### config.mk
export PLATFORM = sky130hd
export DESIGN_NAME = fetch_unit
export DESIGN_NICKNAME = d
export VERILOG_FILES = /design/src/rtl/cpu_pkg.sv /design/src/rtl/fetch_buf.sv /design/src/rtl/fetch_unit.sv
export SDC_FILE = /design/constraint.sdc
export NUM_CORES = 1
export LEC_CHECK = 0
export CORE_MARGIN = 2
export CORE_UTILIZATION = 50
export CTS_CLUSTER_DIAMETER = 100
export DETAILED_ROUTE_END_ITERATION = 16
export PLACE_DENSITY = 0.81
export SETUP_SLACK_MARGIN = 0.5
export SLEW_MARGIN = 20
export SYNTH_ARGS = -nofsm -noshare
export SYNTH_HDL_FRONTEND = slang
export SYNTH_HIERARCHICAL = 1
export SYNTH_SLANG_ARGS = --single-unit
### constraint.sdc
create_clock -name clk -period 9.3 [get_ports clk]
set_clock_uncertainty 0.2 [all_clocks]
set_input_delay 1.86 -clock clk [delete_from_list [all_inputs] [get_ports clk]]
set_output_delay 1.86 -clock clk [all_outputs]
set_load 0.05 [all_outputs]
### src/rtl/cpu_pkg.sv
// Shared front-end definitions: fetch state encoding, RV32 opcodes,
// immediate-type codes and the fetch buffer entry layout.
package cpu_pkg;

  typedef enum logic [1:0] {
    IDLE  = 2'd0,
    FETCH = 2'd1,
    WAIT  = 2'd2,
    DRAIN = 2'd3
  } fetch_state_e;

  localparam logic [2:0] IMM_NONE = 3'd0;
  localparam logic [2:0] IMM_I    = 3'd1;
  localparam logic [2:0] IMM_S    = 3'd2;
  localparam logic [2:0] IMM_B    = 3'd3;
  localparam logic [2:0] IMM_U    = 3'd4;
  localparam logic [2:0] IMM_J    = 3'd5;

  localparam logic [6:0] OP_LOAD   = 7'b0000011;
  localparam logic [6:0] OP_OP_IMM = 7'b0010011;
  localparam logic [6:0] OP_JALR   = 7'b1100111;
  localparam logic [6:0] OP_STORE  = 7'b0100011;
  localparam logic [6:0] OP_BRANCH = 7'b1100011;
  localparam logic [6:0] OP_LUI    = 7'b0110111;
  localparam logic [6:0] OP_AUIPC  = 7'b0010111;
  localparam logic [6:0] OP_JAL    = 7'b1101111;

  typedef struct packed {
    logic [31:0] pc;
    logic [31:0] insn;
  } fetch_entry_t;

  function automatic logic [2:0] imm_sel_of(input logic [6:0] opcode);
    case (opcode)
      OP_LOAD, OP_OP_IMM, OP_JALR: imm_sel_of = IMM_I;
      OP_STORE:                    imm_sel_of = IMM_S;
      OP_BRANCH:                   imm_sel_of = IMM_B;
      OP_LUI, OP_AUIPC:            imm_sel_of = IMM_U;
      OP_JAL:                      imm_sel_of = IMM_J;
      default:                     imm_sel_of = IMM_NONE;
    endcase
  endfunction

endpackage

### src/rtl/fetch_buf.sv
// Two-entry {pc, insn} FIFO between fetch and decode. Push and pop may
// coincide even when full; the head reads as zero while empty.
module fetch_buf
  import cpu_pkg::*;
#(
  parameter int DEPTH = 2
) (
  input  logic         clk,
  input  logic         reset,
  input  logic         push,
  input  logic         pop,
  input  logic         flush,
  input  fetch_entry_t din,
  output fetch_entry_t dout,
  output logic         full,
  output logic         empty
);

  localparam logic [1:0] CAP = DEPTH[1:0];

  fetch_entry_t mem [2];
  logic         rd_ptr, wr_ptr;
  logic [1:0]   count;
  logic         do_push, do_pop;

  assign full    = (count == CAP);
  assign empty   = (count == 2'd0);
  assign do_pop  = pop && !empty;
  // when full, the slot being written is the one leaving this cycle
  assign do_push = push && (!full || do_pop);
  assign dout    = empty ? '0 : mem[rd_ptr];

  always_ff @(posedge clk) begin
    if (do_push && !flush) mem[wr_ptr] <= din;
  end

  always_ff @(posedge clk or posedge reset) begin
    if (reset) begin
      rd_ptr <= 1'b0;
      wr_ptr <= 1'b0;
      count  <= 2'd0;
    end else if (flush) begin
      rd_ptr <= 1'b0;
      wr_ptr <= 1'b0;
      count  <= 2'd0;
    end else begin
      if (do_push) wr_ptr <= ~wr_ptr;
      if (do_pop)  rd_ptr <= ~rd_ptr;
      count <= count + {1'b0, do_push} - {1'b0, do_pop};
    end
  end

endmodule

### src/rtl/fetch_unit.sv
// Instruction fetch with one outstanding request and a 2-entry output buffer.
// Optional: FETCH_PREDECODE_EN derives out_imm_sel from the head opcode.
module fetch_unit
  import cpu_pkg::*;
#(
  parameter logic [31:0] RESET_PC  = 32'h0000_0000,
  parameter int          BUF_DEPTH = 2
) (
  input  logic        clk,
  input  logic        reset,
  output logic        imem_req,
  output logic [31:0] imem_addr,
  input  logic        imem_gnt,
  input  logic        imem_rvalid,
  input  logic [31:0] imem_rdata,
  input  logic        redirect_valid,
  input  logic [31:0] redirect_pc,
  output logic        out_valid,
  input  logic        out_ready,
  output logic [31:0] out_insn,
  output logic [31:0] out_pc,
  output logic [2:0]  out_imm_sel
);

  fetch_state_e state_q, state_d;
  logic [31:0]  pc_q, pc_d;
  logic         push, pop, flush, accept;
  logic         buf_full, buf_empty;
  fetch_entry_t head;
  logic [1:0]   unused_redirect_lsb;

  assign unused_redirect_lsb = redirect_pc[1:0];

  fetch_buf #(.DEPTH(BUF_DEPTH)) u_buf (
    .clk   (clk),
    .reset (reset),
    .push  (push),
    .pop   (pop),
    .flush (flush),
    .din   ('{pc: pc_q, insn: imem_rdata}),
    .dout  (head),
    .full  (buf_full),
    .empty (buf_empty)
  );

  always_ff @(posedge clk or posedge reset) begin
    if (reset) begin
      state_q <= IDLE;
      pc_q    <= RESET_PC;
    end else begin
      state_q <= state_d;
      pc_q    <= pc_d;
    end
  end

  always_comb begin
    state_d  = state_q;
    pc_d     = pc_q;
    imem_req = 1'b0;
    accept   = 1'b0;
    push     = 1'b0;
    flush    = 1'b0;
    case (state_q)
      IDLE:  state_d = FETCH;
      // nothing is outstanding here, so a free slot is the only condition
      FETCH: begin
        imem_req = !buf_full;
        accept   = imem_req && imem_gnt;
        if (accept) state_d = WAIT;
      end
      WAIT: begin
        if (imem_rvalid) begin
          push    = 1'b1;
          pc_d    = pc_q + 32'd4;
          state_d = FETCH;
        end
      end
      DRAIN: begin
        if (imem_rvalid) state_d = FETCH;
      end
      default: state_d = IDLE;
    endcase
    // a response landing in the redirect cycle is dropped and closes the request
    if (redirect_valid) begin
      flush = 1'b1;
      push  = 1'b0;
      pc_d  = {redirect_pc[31:2], 2'b00};
      if (accept || ((state_q == WAIT || state_q == DRAIN) && !imem_rvalid))
        state_d = DRAIN;
      else
        state_d = FETCH;
    end
  end

  assign imem_addr = pc_q;
  assign out_valid = !buf_empty;
  assign pop       = !buf_empty && out_ready;
  assign out_insn  = head.insn;
  assign out_pc    = head.pc;

`ifdef FETCH_PREDECODE_EN
  assign out_imm_sel = imm_sel_of(head.insn[6:0]);
`else
  assign out_imm_sel = IMM_NONE;
`endif

endmodule

==> impl_table.tex, run 1 <==
\begin{tabular}{lr}
\hline
Metric & Value \\
\hline
\multicolumn{2}{l}{\textbf{Floorplan}} \\
\quad Core Region & between 10000 and 15000 µm² \\
\quad Num rows & between 40 and 50 \\
\quad Die outline area & around 15000 µm² \\
\quad Horizontal extent of the die & 123 µm \\
\quad Initial Util & 0.511 \\
\quad Ports & 171 \\
\quad Vertical die dimension & around 120 µm \\
\multicolumn{2}{l}{\textbf{Logic synthesis}} \\
\quad Post-synth design cell area & between 7000 and 8000 µm² \\
\quad EDFF count, synth & 128 \\
\quad Main synth FF type & sky130\_fd\_sc\_hd\_\_edfxtp\_1 \\
\quad Cell type contributing the most total cell area after synthesis & sky130\_fd\_sc\_hd\_\_edfxtp\_1 \\
\quad Flop and latch count out of synthesis & 164 \\
\quad Ys Warns & 6 \\
\quad Most instantiated library cell after synthesis & sky130\_fd\_sc\_hd\_\_edfxtp\_1 \\
\quad Synth top area cells & sky130\_fd\_sc\_hd\_\_edfxtp\_1, sky130\_fd\_sc\_hd\_\_dfrtp\_1, sky130\_fd\_sc\_hd\_\_mux2i\_1 \\
\quad Post-synthesis sequential area ratio & 0.669 \\
\quad Leading cell types by count after synthesis & sky130\_fd\_sc\_hd\_\_edfxtp\_1, sky130\_fd\_sc\_hd\_\_nor2\_1, sky130\_fd\_sc\_hd\_\_mux2i\_1 \\
\quad Synth Instances & 529 \\
\quad Synth top area share & 0.542 \\
\quad Post-synthesis async set-or-reset flop share & 0.220 \\
\quad Count of different cell masters after synthesis & 50 \\
\quad Mean area per synthesized cell & approximately 13 µm² \\
\multicolumn{2}{l}{\textbf{Setup path}} \\
\quad Data required time of the critical path & 7240 ps \\
\quad Type of the worst setup path & reg2out \\
\quad Launch point of the worst path & u\_buf/count[1] \\
\quad Critical register-to-register path startpoint & u\_buf/count[1] \\
\quad Crit Path Max Fanout & 48 \\
\quad Critical path capture point type & output port \\
\quad Category of the worst setup path launch point & flop \\
\quad CP arrival & around 2800 ps \\
\multicolumn{2}{l}{\textbf{Global route}} \\
\quad Combined global-route utilization of all metal layers & 0.205 \\
\quad Global-route wire length before repair & 23500 µm \\
\quad Peak-usage layer in the global routing report & met2 \\
\quad Pin count of the biggest net entering global routing & between 60 and 70 \\
\quad GR Util met3 & 0.0392 \\
\quad Total overflow reported by the global router & 0 \\
\quad Vias in the first global route & $\sim$4800 \\
\quad GR Util met1 & 0.251 \\
\quad Initial antenna violation count & 0 \\
\quad Met2 usage & 0.354 \\
\multicolumn{2}{l}{\textbf{STA}} \\
\quad Tmin final & approximately 4800 ps \\
\quad RSZ-0062 raised after global routing & false \\
\quad Worst Max-Slew Pin Slew & 889 ps \\
\quad Fmax & between 200 and 250 MHz \\
\quad Hold slack final & between 300 and 400 ps \\
\quad Fin crit share & 0.517 \\
\quad Final-layout setup total negative slack & 0 ps \\
\quad Final setup vio count & 0 \\
\quad Hold violation total from the final report & 0 \\
\quad Final count of pins violating max slew & 0 \\
\quad Max transition margin & 0.406 \\
\multicolumn{2}{l}{\textbf{CTS}} \\
\quad Number of cells upsized or downsized after cts & 0 \\
\quad TritonCTS clock tree & built \\
\quad Sinks on Clock Net & $\sim$160 \\
\quad CTS Hold Bufs & 0 \\
\quad Library cell used as clock root buffer & sky130\_fd\_sc\_hd\_\_clkbuf\_16 \\
\quad Count of buffers added by post-CTS timing repair for setup & 0 \\
\quad Max Buffers Root-to-Sink & 2 \\
\quad H-tree lvl count & 4 \\
\quad Inserted Clock Buffers & 17 \\
\quad Worst-skew pair later-pin latency & roughly 420 ps \\
\quad Clock-pin transition on the worst setup and hold timing paths & 60 ps \\
\multicolumn{2}{l}{\textbf{Cells and area}} \\
\quad Area Growth Syn to Fin & 33.3\% \\
\quad Fraction of the core area covered by cells at the end of the flow & 0.681 \\
\quad Diodes inserted & 0 \\
\quad Finished Cell Area & between 9000 and 10000 µm² \\
\quad Final-stage net count & 767 \\
\quad Fill cell total of the finished layout & 974 \\
\quad Share of cells above drive strength 1 & 0.0720 \\
\multicolumn{2}{l}{\textbf{Pwr}} \\
\quad Power per unit of standard cell area & around 180 nW/µm² \\
\quad Maximum ir drop on the vdd rail & about 130 µV \\
\quad Leakage power figure & 0.00317 µW \\
\multicolumn{2}{l}{\textbf{Route}} \\
\quad Post-route DRC violation count & 0 \\
\quad Post-DR vias/cell & around 5.5 \\
\quad Via total after detailed routing & between 4000 and 5000 \\
\quad Post-route ant nets & 0 \\
\quad Initial DRT Pass Iterations & 4 \\
\quad Sum of routed wire length over all layers & around 15000 µm \\
\quad Avg WL per Cell & $\sim$17 µm \\
\quad Number of DRC markers after the initial detailed-route iteration & a little over 400 \\
\multicolumn{2}{l}{\textbf{Run}} \\
\quad Count of max-cap constraint violations & 0 \\
\multicolumn{2}{l}{\textbf{Place}} \\
\quad DP Area & around 8800 µm² \\
\quad Post-detail-place hpwl & 10200 µm \\
\quad Placer congestion estimate & between 0.8 and 0.9 \\
\quad Quantity of I/O buffers inserted on ports & 163 \\
\multicolumn{2}{l}{\textbf{Min path}} \\
\quad Min-delay src & imem\_addr[4] \\
\quad Path class of the lowest-slack min-delay path & reg2reg \\
\multicolumn{2}{l}{\textbf{Run status}} \\
\quad Run status & completed \\
\hline
\end{tabular}
[placed cells by master (no fill, tap or decap), types with 4 or more instances in the layout]
| cell type | n |
|---|---|
| sky130_fd_sc_hd__inv_1 | 14 |
| sky130_fd_sc_hd__or4_1 | 12 |
| sky130_fd_sc_hd__dfrtp_1 | 35 |
| sky130_fd_sc_hd__and4_1 | 4 |
| sky130_fd_sc_hd__mux2i_1 | 65 |
| sky130_fd_sc_hd__nand3_1 | 10 |
| sky130_fd_sc_hd__edfxtp_1 | 128 |
| sky130_fd_sc_hd__nor2_1 | 86 |
| sky130_fd_sc_hd__nor3_1 | 4 |
| sky130_fd_sc_hd__nand2b_1 | 4 |
| sky130_fd_sc_hd__clkbuf_16 | 20 |
| sky130_fd_sc_hd__conb_1 | 9 |
| sky130_fd_sc_hd__nor2b_1 | 4 |
| sky130_fd_sc_hd__buf_4 | 7 |
| sky130_fd_sc_hd__a31oi_1 | 16 |
| sky130_fd_sc_hd__or3_1 | 4 |
| sky130_fd_sc_hd__nand2_1 | 25 |
| sky130_fd_sc_hd__clkdlybuf4s50_1 | 163 |
| sky130_fd_sc_hd__o31ai_1 | 10 |
| sky130_fd_sc_hd__o21ai_0 | 16 |
| sky130_fd_sc_hd__nor4_1 | 5 |
| sky130_fd_sc_hd__clkinv_2 | 4 |
| sky130_fd_sc_hd__nand4_1 | 4 |
| sky130_fd_sc_hd__xnor2_1 | 11 |
[sequential cells by signal (all words and copies together) (netlist names)]
| signal | cells |
|---|---|
| u_buf/count | 2 |
| imem_addr | 30 |
| u_buf/rd_ptr | 1 |
| u_buf/wr_ptr | 1 |
| u_buf/mem | 128 |
| state_q | 2 |
[layout make-up]
cell class              count  area [µm²]  area share
flip-flops and latches    164        4750       0.502
multi-input cells         327        2140       0.226
repair buffers            171        1710       0.181
clock buffers              25         539      0.0570
well taps                 180         225      0.0238
inverters                  14        52.6     0.00556
clock inverters             7        38.8     0.00410
[layer usage]
metal,routed length (µm),share of wire,vias up
met1,6120,0.40,2338
met4,345,0.023,0
met5,0,0,-
met2,7760,0.51,206
met3,1010,0.066,31
li1,-,-,2281
[per-stage QoR]
step	setup slack [ps]	power, µW	instances
floorplan	1250	949	537
detailed placement	4710	1030	855
finish	4490	1690	888
global placement	4830	1020	855
CTS	4370	1700	887
global route	4360	1740	888
[logic make-up after synthesis]
kind of cell,share of synthesized area
multiplexers,0.0954
flip-flops,0.669
other,0.000529
buffers and inverters,0.0369
adder cells (fa/ha/maj),0.00353
XOR/XNOR,0.0148
AO/OA/AOI/OAI,0.0513
AND/OR/NAND/NOR,0.128
[final timing paths]
path	end	slack (ps)	cells past startpoint
worst max register to register	u_buf/count[1]	6460	9
worst min-delay path	u_buf/mem[0][36]	370	0
min in group asynchronous	imem_addr[31]	1450	2
worst max-delay path	out_pc[15]	4490	4
max in group asynchronous	imem_addr[6]	6870	3
worst min register to register	u_buf/mem[0][36]	370	0
[critical path, cell delays in order, from the launching register on]
cell and delay (ps):
sky130_fd_sc_hd__dfrtp_1 450, sky130_fd_sc_hd__nor2_4 420, sky130_fd_sc_hd__buf_4 510, sky130_fd_sc_hd__nor2_1 160
sky130_fd_sc_hd__clkdlybuf4s50_1 740
[where the power goes]
| group | leakage, µW | total (µW) | switching (µW) | internal [µW] |
|---|---|---|---|---|
| registers | 0.00157 | 839 | 29.5 | 810 |
| clock network | 0.000293 | 670 | 267 | 402 |
| logic | 0.00131 | 178 | 108 | 70.3 |
| total | 0.00317 | 1690 | 405 | 1280 |
Note: power is estimated with default switching activity, not from simulation.
==> run 2: changes to the inputs <==
Settings changed: CORE_UTILIZATION 50 to 45, PLACE_DENSITY 0.81 to 0.77.
Clock period 9.3 ns to 4.26 ns, I/O delays scaled along.
==> run 2 against run 1 <==
- global-route usage fell by 1.6 points
- sequential share of layout area fell by 0.64 points
- largest power group unchanged
- worst setup slack got worse by 3900 ps
- critical path type unchanged
- non-clock buffer count did not move
- sequential cell count did not move
- clock power rose by 130%
==> impl_table.tex, run 2 (synthesized netlist as in run 1, its figures left out) <==
\begin{tabular}{lr}
\hline
Metric & Value \\
\hline
\multicolumn{2}{l}{\textbf{Run status}} \\
\quad Run status & completed (unchanged) \\
\multicolumn{2}{l}{\textbf{Cells and area}} \\
\quad Diodes inserted & 0 (unchanged) \\
\quad Finished Cell Area & 9580 µm² (was 9460 µm²) \\
\quad Share of cells above drive strength 1 & 0.0763 (was 0.0720) \\
\quad Most common cell after layout, fill and taps aside & sky130\_fd\_sc\_hd\_\_clkdlybuf4s50\_1 (unchanged) \\
\quad Register ranked first by flip-flop count & u\_buf/mem (unchanged) \\
\quad Number of flip-flops in the largest register & 128 (unchanged) \\
\quad Commonest cells after routing, fill and taps aside & sky130\_fd\_sc\_hd\_\_clkdlybuf4s50\_1, sky130\_fd\_sc\_hd\_\_edfxtp\_1, sky130\_fd\_sc\_hd\_\_nor2\_1 (unchanged) \\
\quad Final-stage net count & 767 (unchanged) \\
\quad Area Growth Syn to Fin & 35.0\% (was 33.3\%) \\
\multicolumn{2}{l}{\textbf{Min path}} \\
\quad Path class of the lowest-slack min-delay path & reg2reg (unchanged) \\
\quad Min-delay src & imem\_addr[4] (unchanged) \\
\multicolumn{2}{l}{\textbf{Place}} \\
\quad Quantity of I/O buffers inserted on ports & 163 (unchanged) \\
\quad Placer congestion estimate & 0.798 (was 0.819) \\
\quad Post-detail-place hpwl & 10700 µm (was 10200 µm) \\
\quad DP Area & 8950 µm² (was 8840 µm²) \\
\multicolumn{2}{l}{\textbf{STA}} \\
\quad Max transition margin & 0.247 (was 0.406) \\
\quad RSZ-0062 raised after global routing & false (unchanged) \\
\quad Tmin final & around 3700 ps \\
\quad Final count of pins violating max slew & 0 (unchanged) \\
\quad Fin crit share & 0.859 \\
\quad Fmax & between 200 and 300 MHz \\
\quad Final setup vio count & 0 (unchanged) \\
\quad Worst Max-Slew Pin Slew & 1120 ps (was 889 ps) \\
\quad Final-layout setup total negative slack & 0 ps (unchanged) \\
\quad Hold violation total from the final report & 0 (unchanged) \\
\multicolumn{2}{l}{\textbf{CTS}} \\
\quad Clock-pin transition on the worst setup and hold timing paths & 60 ps (about the same) \\
\quad Library cell used as clock root buffer & sky130\_fd\_sc\_hd\_\_clkbuf\_16 (unchanged) \\
\quad Count of buffers added by post-CTS timing repair for setup & 0 (unchanged) \\
\quad CTS Hold Bufs & 0 (unchanged) \\
\quad Worst-skew pair later-pin latency & 420 ps (about the same) \\
\quad Max Buffers Root-to-Sink & 2 (unchanged) \\
\quad Inserted Clock Buffers & 17 (unchanged) \\
\quad Number of cells upsized or downsized after cts & 0 (unchanged) \\
\quad TritonCTS clock tree & built (unchanged) \\
\quad H-tree lvl count & 4 (unchanged) \\
\quad Sinks on Clock Net & 164 (unchanged) \\
\multicolumn{2}{l}{\textbf{Route}} \\
\quad Sum of routed wire length over all layers & 15800 µm (was 15200 µm) \\
\quad Via total after detailed routing & 4854 (was 4856) \\
\quad Initial DRT Pass Iterations & 5 (was 4) \\
\quad Post-route DRC violation count & 0 (unchanged) \\
\quad Post-route ant nets & 0 (unchanged) \\
\quad Number of DRC markers after the initial detailed-route iteration & 263 (was 403) \\
\quad Post-DR vias/cell & 5.28 (was 5.47) \\
\quad Avg WL per Cell & 17.2 µm (about the same) \\
\multicolumn{2}{l}{\textbf{Setup path}} \\
\quad Slowest cell on crit path & sky130\_fd\_sc\_hd\_\_clkdlybuf4s50\_1 (unchanged) \\
\quad Data required time of the critical path & 3210 ps (was 7240 ps) \\
\quad Critical path cell sequence & buf\_4, mux2i\_1, nor2\_1, clkdlybuf4s50\_1 (was nor2\_4, buf\_4, nor2\_1, clkdlybuf4s50\_1) \\
\quad Category of the worst setup path launch point & flop (unchanged) \\
\quad Type of the worst setup path & reg2out (unchanged) \\
\quad Critical register-to-register path startpoint & u\_buf/count[1] (unchanged) \\
\quad CP arrival & 2610 ps (was 2750 ps) \\
\quad Crit Path Max Fanout & 20 (was 48) \\
\quad Critical path capture point type & output port (unchanged) \\
\quad Launch point of the worst path & u\_buf/rd\_ptr (was u\_buf/count[1]) \\
\quad Worst stage delay on the critical path & 840 ps (was 740 ps) \\
\multicolumn{2}{l}{\textbf{Pwr}} \\
\quad Power per unit of standard cell area & 395 nW/µm² (was 178 nW/µm²) \\
\quad Switching power summed over all nets & 904 µW (was 405 µW) \\
\quad Maximum ir drop on the vdd rail & 279 µV (was 126 µV) \\
\quad Leakage power figure & 0.00320 µW (was 0.00317 µW) \\
\quad Part of the total power dissipated in the clock network & 0.413 (was 0.397) \\
\quad Sequential share of power & 0.485 (was 0.498) \\
\quad Total power & 3780 µW (was 1690 µW) \\
\quad Logic gate share of total power & 0.103 (was 0.105) \\
\quad Internal Pwr Total & 2880 µW (was 1280 µW) \\
\quad Fraction of power spent switching nets & 0.239 (was 0.240) \\
\multicolumn{2}{l}{\textbf{Global route}} \\
\quad Initial antenna violation count & 0 (unchanged) \\
\quad Vias in the first global route & 4859 (was 4769) \\
\quad Global-route wire length before repair & 24300 µm (was 23500 µm) \\
\quad Combined global-route utilization of all metal layers & 0.190 (was 0.205) \\
\quad Total overflow reported by the global router & 0 (unchanged) \\
\quad Pin count of the biggest net entering global routing & 65 (was 66) \\
\multicolumn{2}{l}{\textbf{Floorplan}} \\
\quad Horizontal extent of the die & 130 µm (was 123 µm) \\
\quad Num rows & 45 (was 43) \\
\quad Initial Util & 0.463 (was 0.511) \\
\quad Ports & 171 (unchanged) \\
\quad Core Region & 15300 µm² (was 13900 µm²) \\
\quad Vertical die dimension & 130 µm (was 123 µm) \\
\quad Die outline area & 16800 µm² (was 15200 µm²) \\
\multicolumn{2}{l}{\textbf{Run}} \\
\quad Count of max-cap constraint violations & 0 (unchanged) \\
\hline
\end{tabular}
## run 2: routing by layer
metal  global-route usage  wire, µm  vias up
met5                    0         0        -
met1                0.239      6650     2350
li1                     -         -     2280
met2                0.325      7870      199
met4               0.0740       294        0
met3               0.0372       970       25
## run 2: worst paths after layout
check,slack [ps],cells past startpoint,end
hold reg to reg,380,0,u_buf/mem[1][36]
setup / recovery,600,4,out_pc[15]
hold / removal,380,0,u_buf/mem[1][36]
max in group asynchronous,2870,3,imem_addr[9]
min in group asynchronous,480,2,u_buf/rd_ptr
setup reg to reg,1580,6,u_buf/mem[0][27]
## run 2: power by group through the flow
stage               logic [µW]  registers (µW)  clock network, µW
CTS                        390            1830               1590
global route               413            1840               1660
finish                     388            1830               1560
detailed placement         388            1860                  0
global placement           381            1860                  0
floorplan                  140            1930                  0
## run 2: layout make-up
class	count	area, µm²
clock buffers	23	542
clock inverters	9	87.6
fillers	1185	5740
inverters	14	52.6
multi-input cells	327	2150
flip-flops and latches	164	4750
well taps	211	264
repair buffers	171	1730
## run 2: critical path: cells and delay by family (launching register included)
family / cells / cell delay (ps)
DFF: 1 / 630
muxes: 1 / 120
buffers and inverters: 2 / 1240
and+or+nand+nor: 1 / 180
## run 2: per-stage QoR
step	cells	hold slack, ps	worst slack, ps	util
4_1_cts	919	380	560	0.625
6_report	919	378	600	0.625
2_1_floorplan	537	370	515	-
3_3_place_gp	887	339	932	0.584
5_1_grt	919	412	517	0.625
3_5_place_dp	887	363	870	0.584
==> run 3: changes to the inputs <==
Settings changed: TNS_END_PERCENT set to 5.
==> results of run 3 <==
Same layout as run 2: the final DEF is identical, and so are final timing and power.
